[src/rtl/melody_game_pkg.sv]
// Shared types and width helpers for the melody recall game engine.
package melody_game_pkg;

    typedef enum logic [2:0] {
        StIdle,
        StPlayOn,
        StPlayOff,
        StWaitKey,
        StEcho,
        StWin,
        StLose
    } state_e;

    // Bits needed to hold values 0..n-1, never less than one.
    function automatic int unsigned width_for(input int unsigned n);
        return (n <= 2) ? 1 : $clog2(n);
    endfunction

endpackage

[src/rtl/tick_prescaler.sv]
// Emits a one-clock tick every TICK_DIV clocks; restart realigns the phase to zero.
module tick_prescaler
    import melody_game_pkg::*;
#(
    parameter int unsigned TICK_DIV = 2
) (
    input  logic clk,
    input  logic reset,
    input  logic restart,
    output logic tick
);

    localparam int unsigned CntW = width_for(TICK_DIV);
    localparam logic [CntW-1:0] Last = CntW'(TICK_DIV - 1);

    logic [CntW-1:0] cnt_q;

    always_ff @(posedge clk or negedge reset) begin
        if (!reset) begin
            cnt_q <= '0;
        end else if (restart || cnt_q == Last) begin
            cnt_q <= '0;
        end else begin
            cnt_q <= cnt_q + CntW'(1);
        end
    end

    assign tick = (cnt_q == Last);

endmodule

[src/rtl/melody_recall_game.sv]
// Melody recall game: plays a growing prefix of a stored melody, then scores keypad entries.
module melody_recall_game
    import melody_game_pkg::*;
#(
    parameter int unsigned NOTE_W     = 4,
    parameter int unsigned MAX_NOTES  = 8,
    parameter int unsigned START_LEN  = 3,
    parameter int unsigned TICK_DIV   = 2,
    parameter int unsigned ON_TICKS   = 2,
    parameter int unsigned OFF_TICKS  = 2,
    parameter int unsigned ECHO_TICKS = 1,
    parameter int unsigned LIVES      = 3
) (
    input  logic                            clk,
    input  logic                            reset,
    input  logic [MAX_NOTES*NOTE_W-1:0]     melody_in,
    input  logic                            load,
    input  logic                            start,
    input  logic                            reverse_mode,
    input  logic                            key_valid,
    input  logic [NOTE_W-1:0]               key_code,
    output logic [NOTE_W-1:0]               piezo_out,
    output logic [NOTE_W-1:0]               led_out,
    output logic                            busy,
    output logic [$clog2(MAX_NOTES+1)-1:0]  cur_len,
    output logic [$clog2(LIVES+1)-1:0]      miss_cnt,
    output logic                            game_win,
    output logic                            game_over
);

    localparam int unsigned IdxW  = width_for(MAX_NOTES);
    localparam int unsigned LenW  = $clog2(MAX_NOTES + 1);
    localparam int unsigned MissW = $clog2(LIVES + 1);
    localparam int unsigned TkMax = (ON_TICKS > OFF_TICKS)
                                  ? ((ON_TICKS > ECHO_TICKS) ? ON_TICKS : ECHO_TICKS)
                                  : ((OFF_TICKS > ECHO_TICKS) ? OFF_TICKS : ECHO_TICKS);
    localparam int unsigned TkW   = width_for(TkMax + 1);

    state_e                        state_q, state_d;
    logic [MAX_NOTES*NOTE_W-1:0]   melody_q, melody_d;
    logic                          loaded_q, loaded_d;
    logic [IdxW-1:0]               idx_q, idx_d, exp_q, exp_d;
    logic [LenW-1:0]               len_q, len_d;
    logic [MissW-1:0]              miss_q, miss_d, miss_inc;
    logic                          rev_q, rev_d, hit_q, hit_d;
    logic                          win_q, win_d, over_q, over_d;
    logic [TkW-1:0]                ticks_q, ticks_d;
    logic [NOTE_W-1:0]             piezo_q, piezo_d;
    logic                          tick, expire, play_last, entry_last;

    function automatic logic [NOTE_W-1:0] note_at(input logic [MAX_NOTES*NOTE_W-1:0] mel,
                                                  input logic [IdxW-1:0] i);
        return mel[int'(i)*NOTE_W +: NOTE_W];
    endfunction

    tick_prescaler #(
        .TICK_DIV (TICK_DIV)
    ) u_prescaler (
        .clk     (clk),
        .reset   (reset),
        .restart (state_d != state_q),
        .tick    (tick)
    );

    assign expire     = tick && (ticks_q == TkW'(1));
    assign play_last  = (LenW'(idx_q) == len_q - LenW'(1));
    // Reverse entry ends at index 0, forward entry at the last note of the prefix.
    assign entry_last = rev_q ? (exp_q == '0) : (LenW'(exp_q) == len_q - LenW'(1));
    assign miss_inc   = miss_q + MissW'(1);

    always_comb begin
        state_d  = state_q;
        melody_d = melody_q;
        loaded_d = loaded_q;
        idx_d    = idx_q;
        exp_d    = exp_q;
        len_d    = len_q;
        miss_d   = miss_q;
        rev_d    = rev_q;
        hit_d    = hit_q;
        win_d    = win_q;
        over_d   = over_q;
        ticks_d  = ticks_q;
        piezo_d  = piezo_q;
        case (state_q)
            StIdle, StWin, StLose: begin
                if (load) begin
                    melody_d = melody_in;
                    loaded_d = 1'b1;
                end else if (start && loaded_q) begin
                    miss_d  = '0;
                    win_d   = 1'b0;
                    over_d  = 1'b0;
                    len_d   = LenW'(START_LEN);
                    rev_d   = reverse_mode;
                    idx_d   = '0;
                    state_d = StPlayOn;
                    ticks_d = TkW'(ON_TICKS);
                    piezo_d = note_at(melody_q, '0);
                end
            end
            StPlayOn: begin
                if (expire) begin
                    state_d = StPlayOff;
                    ticks_d = TkW'(OFF_TICKS);
                    piezo_d = '0;
                end else if (tick) begin
                    ticks_d = ticks_q - TkW'(1);
                end
            end
            StPlayOff: begin
                if (expire) begin
                    if (play_last) begin
                        state_d = StWaitKey;
                        exp_d   = rev_q ? IdxW'(len_q - LenW'(1)) : '0;
                    end else begin
                        idx_d   = idx_q + IdxW'(1);
                        state_d = StPlayOn;
                        ticks_d = TkW'(ON_TICKS);
                        piezo_d = note_at(melody_q, idx_q + IdxW'(1));
                    end
                end else if (tick) begin
                    ticks_d = ticks_q - TkW'(1);
                end
            end
            StWaitKey: begin
                if (key_valid) begin
                    hit_d   = (key_code != '0) && (key_code == note_at(melody_q, exp_q));
                    piezo_d = key_code;
                    state_d = StEcho;
                    ticks_d = TkW'(ECHO_TICKS);
                end
            end
            StEcho: begin
                if (expire) begin
                    piezo_d = '0;
                    if (hit_q && !entry_last) begin
                        exp_d   = rev_q ? exp_q - IdxW'(1) : exp_q + IdxW'(1);
                        state_d = StWaitKey;
                    end else if (hit_q && len_q == LenW'(MAX_NOTES)) begin
                        state_d = StWin;
                        win_d   = 1'b1;
                    end else if (!hit_q && miss_inc == MissW'(LIVES)) begin
                        miss_d  = miss_inc;
                        state_d = StLose;
                        over_d  = 1'b1;
                    end else begin
                        // Replay from the first note: longer prefix on a hit, same one on a miss.
                        if (hit_q) begin
                            len_d = len_q + LenW'(1);
                        end else begin
                            miss_d = miss_inc;
                        end
                        idx_d   = '0;
                        state_d = StPlayOn;
                        ticks_d = TkW'(ON_TICKS);
                        piezo_d = note_at(melody_q, '0);
                    end
                end else if (tick) begin
                    ticks_d = ticks_q - TkW'(1);
                end
            end
            default: state_d = StIdle;
        endcase
    end

    always_ff @(posedge clk or negedge reset) begin
        if (!reset) begin
            state_q  <= StIdle;
            melody_q <= '0;
            loaded_q <= 1'b0;
            idx_q    <= '0;
            exp_q    <= '0;
            len_q    <= LenW'(START_LEN);
            miss_q   <= '0;
            rev_q    <= 1'b0;
            hit_q    <= 1'b0;
            win_q    <= 1'b0;
            over_q   <= 1'b0;
            ticks_q  <= '0;
            piezo_q  <= '0;
        end else begin
            state_q  <= state_d;
            melody_q <= melody_d;
            loaded_q <= loaded_d;
            idx_q    <= idx_d;
            exp_q    <= exp_d;
            len_q    <= len_d;
            miss_q   <= miss_d;
            rev_q    <= rev_d;
            hit_q    <= hit_d;
            win_q    <= win_d;
            over_q   <= over_d;
            ticks_q  <= ticks_d;
            piezo_q  <= piezo_d;
        end
    end

    assign piezo_out = piezo_q;
    assign led_out   = piezo_q;
    assign busy      = state_q inside {StPlayOn, StPlayOff, StEcho};
    assign cur_len   = len_q;
    assign miss_cnt  = miss_q;
    assign game_win  = win_q;
    assign game_over = over_q;

endmodule
[config.mk]
export PLATFORM = sky130hd
export DESIGN_NAME = melody_recall_game
export DESIGN_NICKNAME = d
export VERILOG_FILES = /design/src/rtl/melody_game_pkg.sv /design/src/rtl/tick_prescaler.sv /design/src/rtl/melody_recall_game.sv
export SDC_FILE = /design/constraint.sdc
export NUM_CORES = 1
export LEC_CHECK = 0
export BUFFER_PORTS_ARGS = -buffer_cell sky130_fd_sc_hd__buf_2
export CORE_MARGIN = 4
export CORE_UTILIZATION = 52
export DETAILED_ROUTE_END_ITERATION = 8
export HOLD_SLACK_MARGIN = 0.1
export PLACE_DENSITY = 0.77
export SYNTH_ARGS = -nofsm -noshare
export SYNTH_HDL_FRONTEND = slang
export SYNTH_SLANG_ARGS = --single-unit
export TNS_END_PERCENT = 20
[constraint.sdc]
create_clock -name clk -period 2.6 [get_ports clk]
set_input_delay 0.13 -clock clk [delete_from_list [all_inputs] [get_ports clk]]
set_output_delay 0.13 -clock clk [all_outputs]
set_load 0.005 [all_outputs]
# == Word-level counts from Yosys, hierarchy flattened ==
# Index checks and enable logic that the tools add are counted.
# classes
n_reduce_logical,29
addsub,8
shift,2
n_bitwise,1
mux,79
n_eq_ne,33
# ops
op,n
$mux 3,23
$mux 4,17
$shiftx 32x6->4,2
$mux 2,19
$ne 2x2->1 const B,15
$reduce_and 8->1,3
$pmux 4 s5,1
$ne 3x3->1 const B,5
$pmux 3 s5,1
$reduce_and 7->1,2
$mux 1,11
$pmux 2 s5,1
$eq 3x3->1 const B,3
$pmux 3 s3,1
$reduce_and 9->1,1
$eq 3x4->1,2
$pmux 4 s2,1
$add 3x1->3 const B,2
$eq 3x2->1 const B,2
$logic_and 1x1->1,6
$logic_not 3->1,2
$pmux 3 s2,1
$reduce_and 6->1,1
$reduce_bool 3->1,2
other kinds (24),28
# word_totals
reg_bits,59
input_bits,42
out_inout_bits,17

# == Longest topological paths before layout ==
# logic_depth
ltp_word,11
ltp_mapped,10
depth_no_buf,8

# == Hierarchy ==
# Synthesis repeated with hierarchy kept, for this count alone.
# unflattened
hier_cells,379
area_unflattened_um2,3896.2
# by_module_without_submodules
mod,cells_each,area_per_inst_um2,seq_area_each_um2,instances
melody_recall_game,377,3867.5,1453.9,1
tick_prescaler,2,28.8,25.0,1

# == Worst setup path before layout ==
# No wires, ideal clock.
# synth_timing
kind,register to register
start,register len_q[0] (netlist: cur_len[0])
end,register exp_q[2]
path_buffers,2
stages_incl_launch_ff,11
arrival_time_ns,2.350
slack_ns,0.125
synth_period_minus_slack_ns,2.475
path_cell_list,dfstp_2 buf_2 inv_1 ha_1 xor2_1 nand3_1 or3_1 buf_2 o21a_2 nand2b_4 mux2_4
# synth_via
elab_chain_cells,7
elab_cells_between_ends,13
# synth_lines
element,line_no,rtl
"start, declared",melody_recall_game.sv:43,"logic [LenW-1:0] len_q, len_d;"
"start signal, assigned",melody_recall_game.sv:174,len_q <= LenW'(START_LEN);
"start signal, assigned",melody_recall_game.sv:188,len_q <= len_d;
$sub 4x1->4 (*),melody_recall_game.sv:115,exp_d = rev_q ? IdxW'(len_q - LenW'(1)) : '0;
$eq 3x4->1,melody_recall_game.sv:68,assign entry_last = rev_q ? (exp_q == '0) : (LenW'(exp_q) == len_q - LenW'(1));
$mux 1,melody_recall_game.sv:68,
$logic_not 1->1,melody_recall_game.sv:137,if (hit_q && !entry_last) begin
$logic_and 1x1->1,melody_recall_game.sv:137,
$ne 2x2->1 (no line),-,
$reduce_and 5->1 (no line),-,
"end signal, assigned",melody_recall_game.sv:187,exp_q <= exp_d;
"end, declared",melody_recall_game.sv:42,"logic [IdxW-1:0] idx_q, idx_d, exp_q, exp_d;"
# Every way passes the cells marked *; elsewhere a longest branch is shown, timed or not. The select of a mux whose other input is x is not followed.
# A chain may end at the register's enable or synchronous reset.

# == Final worst setup path ==
# layout_timing
start,register len_q[1] (netlist: cur_len[1])
end,register exp_q[2]
# The elaborated chain is that of the path after synthesis.

==> summary.txt <==
run status: completed
cell type with the highest aggregate area in the netlist: sky130_fd_sc_hd__dfrtp_1
combined area of the multi-input logic cells: 2180 um^2
Main synth FF type: sky130_fd_sc_hd__dfrtp_1
biggest area contributors in the synthesized netlist: sky130_fd_sc_hd__dfrtp_1 37%, sky130_fd_sc_hd__mux2_2 11%, sky130_fd_sc_hd__mux4_2 8.2%, sky130_fd_sc_hd__xor2_1 2.5%, sky130_fd_sc_hd__nand2_1 2.3%
maximum fanout along the worst path: 7
area of all sequential standard cells: 1480 um^2
largest net degree at the start of global routing: 34
total clock buffers created by CTS: 9
global routing's busiest layer: met2
first drt pass iteration count: 4
final net count: 496
clk_skew: 10.7 ps
number of antenna violations at the first check in global routing: 0
Final Core Density: 66.5%
vias in the first global route: 3302
post-synthesis instance area: 3840 um^2
count of yosys warnings during synthesis: 0
number of different library cells in the post-synthesis netlist: 67
share of the yosys chip area belonging to registers: 38.5%
share of the cycle needed by the critical path after routing: 94.5%
EDFF count, synth: 0
max_slew headroom: 62.9%
pre-CTS setup slack: 148 ps
flip-flop and latch count after synthesis: 59
maximum level of the CTS H-tree: 3
worst reg2reg path startpoint: cur_len[1]
I/O Buffers: 58
maximum VDD drop: 569 uV
Net Switching: 0.00177 W
layout cells sized above 1: 35.1%
cell-by-cell trace of the critical path: inv_1 -> ha_1 -> xor2_1 -> nand3_1 -> or3_1 -> o21a_2 -> nand2b_4 -> mux2_4
average wire length per cell after detail routing: 18.0 um
clock insertion delay at the later pin of the skew report: 340 ps
global route total overflow: 0
Sw Share: 36.8%
clock-pin slew of the registers on the worst-case setup and hold paths: 70 ps
Sum Neg Setup Slack: 0 ps
arrival time reported for the critical path endpoint: 2680 ps
internal reg-to-reg setup slack: 140 ps
num ports: 59
maximum achievable frequency: 407 MHz
RePlAce Congestion: 0.905
fill cell count: 559
Die Area: 8820 um^2
Final Hold Vio Count: 0
crit path kind: reg2reg
P per Cell Area: 1000 nW/um^2
RSZ-0062 raised after global routing: no
proportion of power drawn by the clock network: 18.2%
Setup Buffers After CTS: 0
worst setup path endpoint: exp_q[2]
global-route wire length before repair: 16.6 mm
Reg-to-Reg End: exp_q[2]
Core Area: 7210 um^2
CP max stage delay: 570 ps
met3 demand-to-capacity share in global routing: 5.37%
Worst Setup End Kind: register
data required time at the worst endpoint: 2820 ps
Worst-Margin Slew: 556 ps
Max Cap Violations: 0
met1 usage in global routing: 30.4%
iteration-0 DRC count of the detailed router: 119
total of endpoints with negative setup slack in the final report: 0
count of mapped cells out of synthesis: 353
CTS Buffer Depth: 2
placed wire-length estimate after detailed placement: 6.83 mm
worst-case reg-to-reg path depth: 8
DRC violations left: 0
row count: 31
synthesized area per cell: 10.9 um^2
layout overhead on the synthesized area: 25.1%
part of the total power dissipated in sequential elements: 34.9%
total routing usage reported by global routing: 24.5%
diode insertion count for antenna repair: 0
final WL: 9.87 mm
GR Util met2: 41.2%
chip height: 93.9 um
number of nets in the synthesized netlist: 402
final number of max-transition violations: 0
clock tree from TritonCTS: yes
cell leakage power: 2.12 nW
minimum period implied by the final worst setup slack: 2460 ps
Starting Density: 53.2%
worst setup path startpoint: cur_len[1]
x dimension of the die: 93.9 um
share of the synthesized area in the top cell type: 37.2%
routed vias: 3172
Worst Setup Slack, final: 143 ps
CP max-delay cell: sky130_fd_sc_hd__dfstp_2
count of placed standard cells including taps: 501
final cell count without fillers: 549
class of the worst hold path: in2reg
share of total power in combinational logic: 46.9%
Antenna Nets Post-Route: 0
mean number of vias per cell: 5.78
buffer type at the clock tree root: sky130_fd_sc_hd__clkbuf_8
crit path launch type: register
proportion of register bits with asynchronous set or reset after synthesis: 100%
Internal: 0.00304 W
Sinks on Clock Net: 59
[sequential cells by signal, summed over array words and instances (netlist names)]
name and cells:
idx_q 3, hit_q 1, game_win 1, cur_len 4, ticks_q 2, game_over 1
state_q 3, u_prescaler.tick 1, exp_q 3, loaded_q 1, miss_cnt 2, led_out 4
melody_q 32, rev_q 1
[synth_stat cells (8+ instances only)]
| library cell | instances |
|---|---|
| sky130_fd_sc_hd__o21ai_1 | 14 |
| sky130_fd_sc_hd__inv_1 | 10 |
| sky130_fd_sc_hd__buf_4 | 10 |
| sky130_fd_sc_hd__mux4_2 | 14 |
| sky130_fd_sc_hd__clkbuf_1 | 8 |
| sky130_fd_sc_hd__nor3_1 | 9 |
| sky130_fd_sc_hd__nand3_1 | 9 |
| sky130_fd_sc_hd__xor2_1 | 11 |
| sky130_fd_sc_hd__mux2_2 | 37 |
| sky130_fd_sc_hd__dfrtp_1 | 57 |
| sky130_fd_sc_hd__nor2_1 | 16 |
| sky130_fd_sc_hd__a21oi_1 | 11 |
| sky130_fd_sc_hd__nand2_1 | 24 |
[through the flow]
stage	total power [W]	cell area, um^2	hold slack, ps
after floorplan	0.00332	3840	-166
after global placement	0.00378	4250	96.0
after detailed placement	0.00387	4250	107
after CTS	0.00480	4790	133
after global routing	0.00514	4800	165
final	0.00481	4800	149
[per-layer routing]
layer	vias up	part of all wire, %	routed length [um]
met5	-	0	0
met4	0	2.6	252
met3	23	4.5	441
met2	101	51	5080
met1	1556	41	4090
li1	1492	-	-
[critical path: cells and delay by family (launching register included)]
| kind | cells | cell delay, ps |
|---|---|---|
| AO/OA/AOI/OAI | 1 | 200 |
| XOR/XNOR | 1 | 160 |
| adder cells (fa/ha/maj) | 1 | 370 |
| buffers and inverters | 1 | 80 |
| flip-flops | 1 | 570 |
| multiplexers | 1 | 300 |
| AND/OR/NAND/NOR | 3 | 680 |
[worst min-delay path by stage]
stage | startpoint | endpoint | slack [ps] | cells after the start
global route | key_code[3] | hit_q | 160 | 4
floorplan | reset | cur_len[2] | -170 | 0
global placement | reset | cur_len[3] | 100 | 1
CTS | key_code[3] | hit_q | 130 | 4
detailed placement | reset | cur_len[3] | 110 | 1
finish | key_code[3] | hit_q | 150 | 4
[power by group through the flow]
stage	registers, W	logic [W]	clock network [W]
floorplan	0.00152	0.00180	0
global placement	0.00165	0.00212	0
detailed placement	0.00169	0.00218	0
CTS	0.00167	0.00224	0.000888
global route	0.00173	0.00248	0.000931
finish	0.00168	0.00225	0.000877
[area by class of cell]
| cell class | instances | area share, % |
|---|---|---|
| Clock inverter | 2 | 0.730 |
| Timing Repair Buffer | 109 | 16.1 |
| Clock buffer | 12 | 3.44 |
| Inverter | 12 | 0.938 |
| Tap cell | 99 | 2.58 |
| Sequential cell | 59 | 30.8 |
| Multi-Input combinational cell | 256 | 45.4 |
[cell families after synthesis]
family          synth area share (%)
flops                           38.5
simple gates                    13.5
fa+ha+maj                       3.00
compound gates                  14.1
xor+xnor                        3.75
mux                             22.2
buf+inv                         4.92
[timing repair]
action                                  in CTS  in global routing
endpoints found under the setup margin       0                  1
gates resized for setup                      0                  2
hold buffers                                34                  0
hold endpoints to repair                    52                  0
[layout by cell type, fill, tap and decap left out, types with 6 or more instances in the layout]
cell type	n
sky130_fd_sc_hd__nand3_1	9
sky130_fd_sc_hd__dfrtp_1	57
sky130_fd_sc_hd__o21ai_0	7
sky130_fd_sc_hd__a21oi_1	10
sky130_fd_sc_hd__nor3_1	9
sky130_fd_sc_hd__buf_2	58
sky130_fd_sc_hd__clkbuf_8	12
sky130_fd_sc_hd__mux2_2	37
sky130_fd_sc_hd__mux2i_1	7
sky130_fd_sc_hd__dlygate4sd3_1	34
sky130_fd_sc_hd__nand2_1	24
sky130_fd_sc_hd__buf_4	16
sky130_fd_sc_hd__o21ai_1	14
sky130_fd_sc_hd__o21a_1	6
sky130_fd_sc_hd__nor2_1	16
sky130_fd_sc_hd__a22o_1	7
sky130_fd_sc_hd__ha_1	6
sky130_fd_sc_hd__xor2_1	11
sky130_fd_sc_hd__inv_1	10
sky130_fd_sc_hd__mux4_2	14
(Power assumes the default switching activity.)
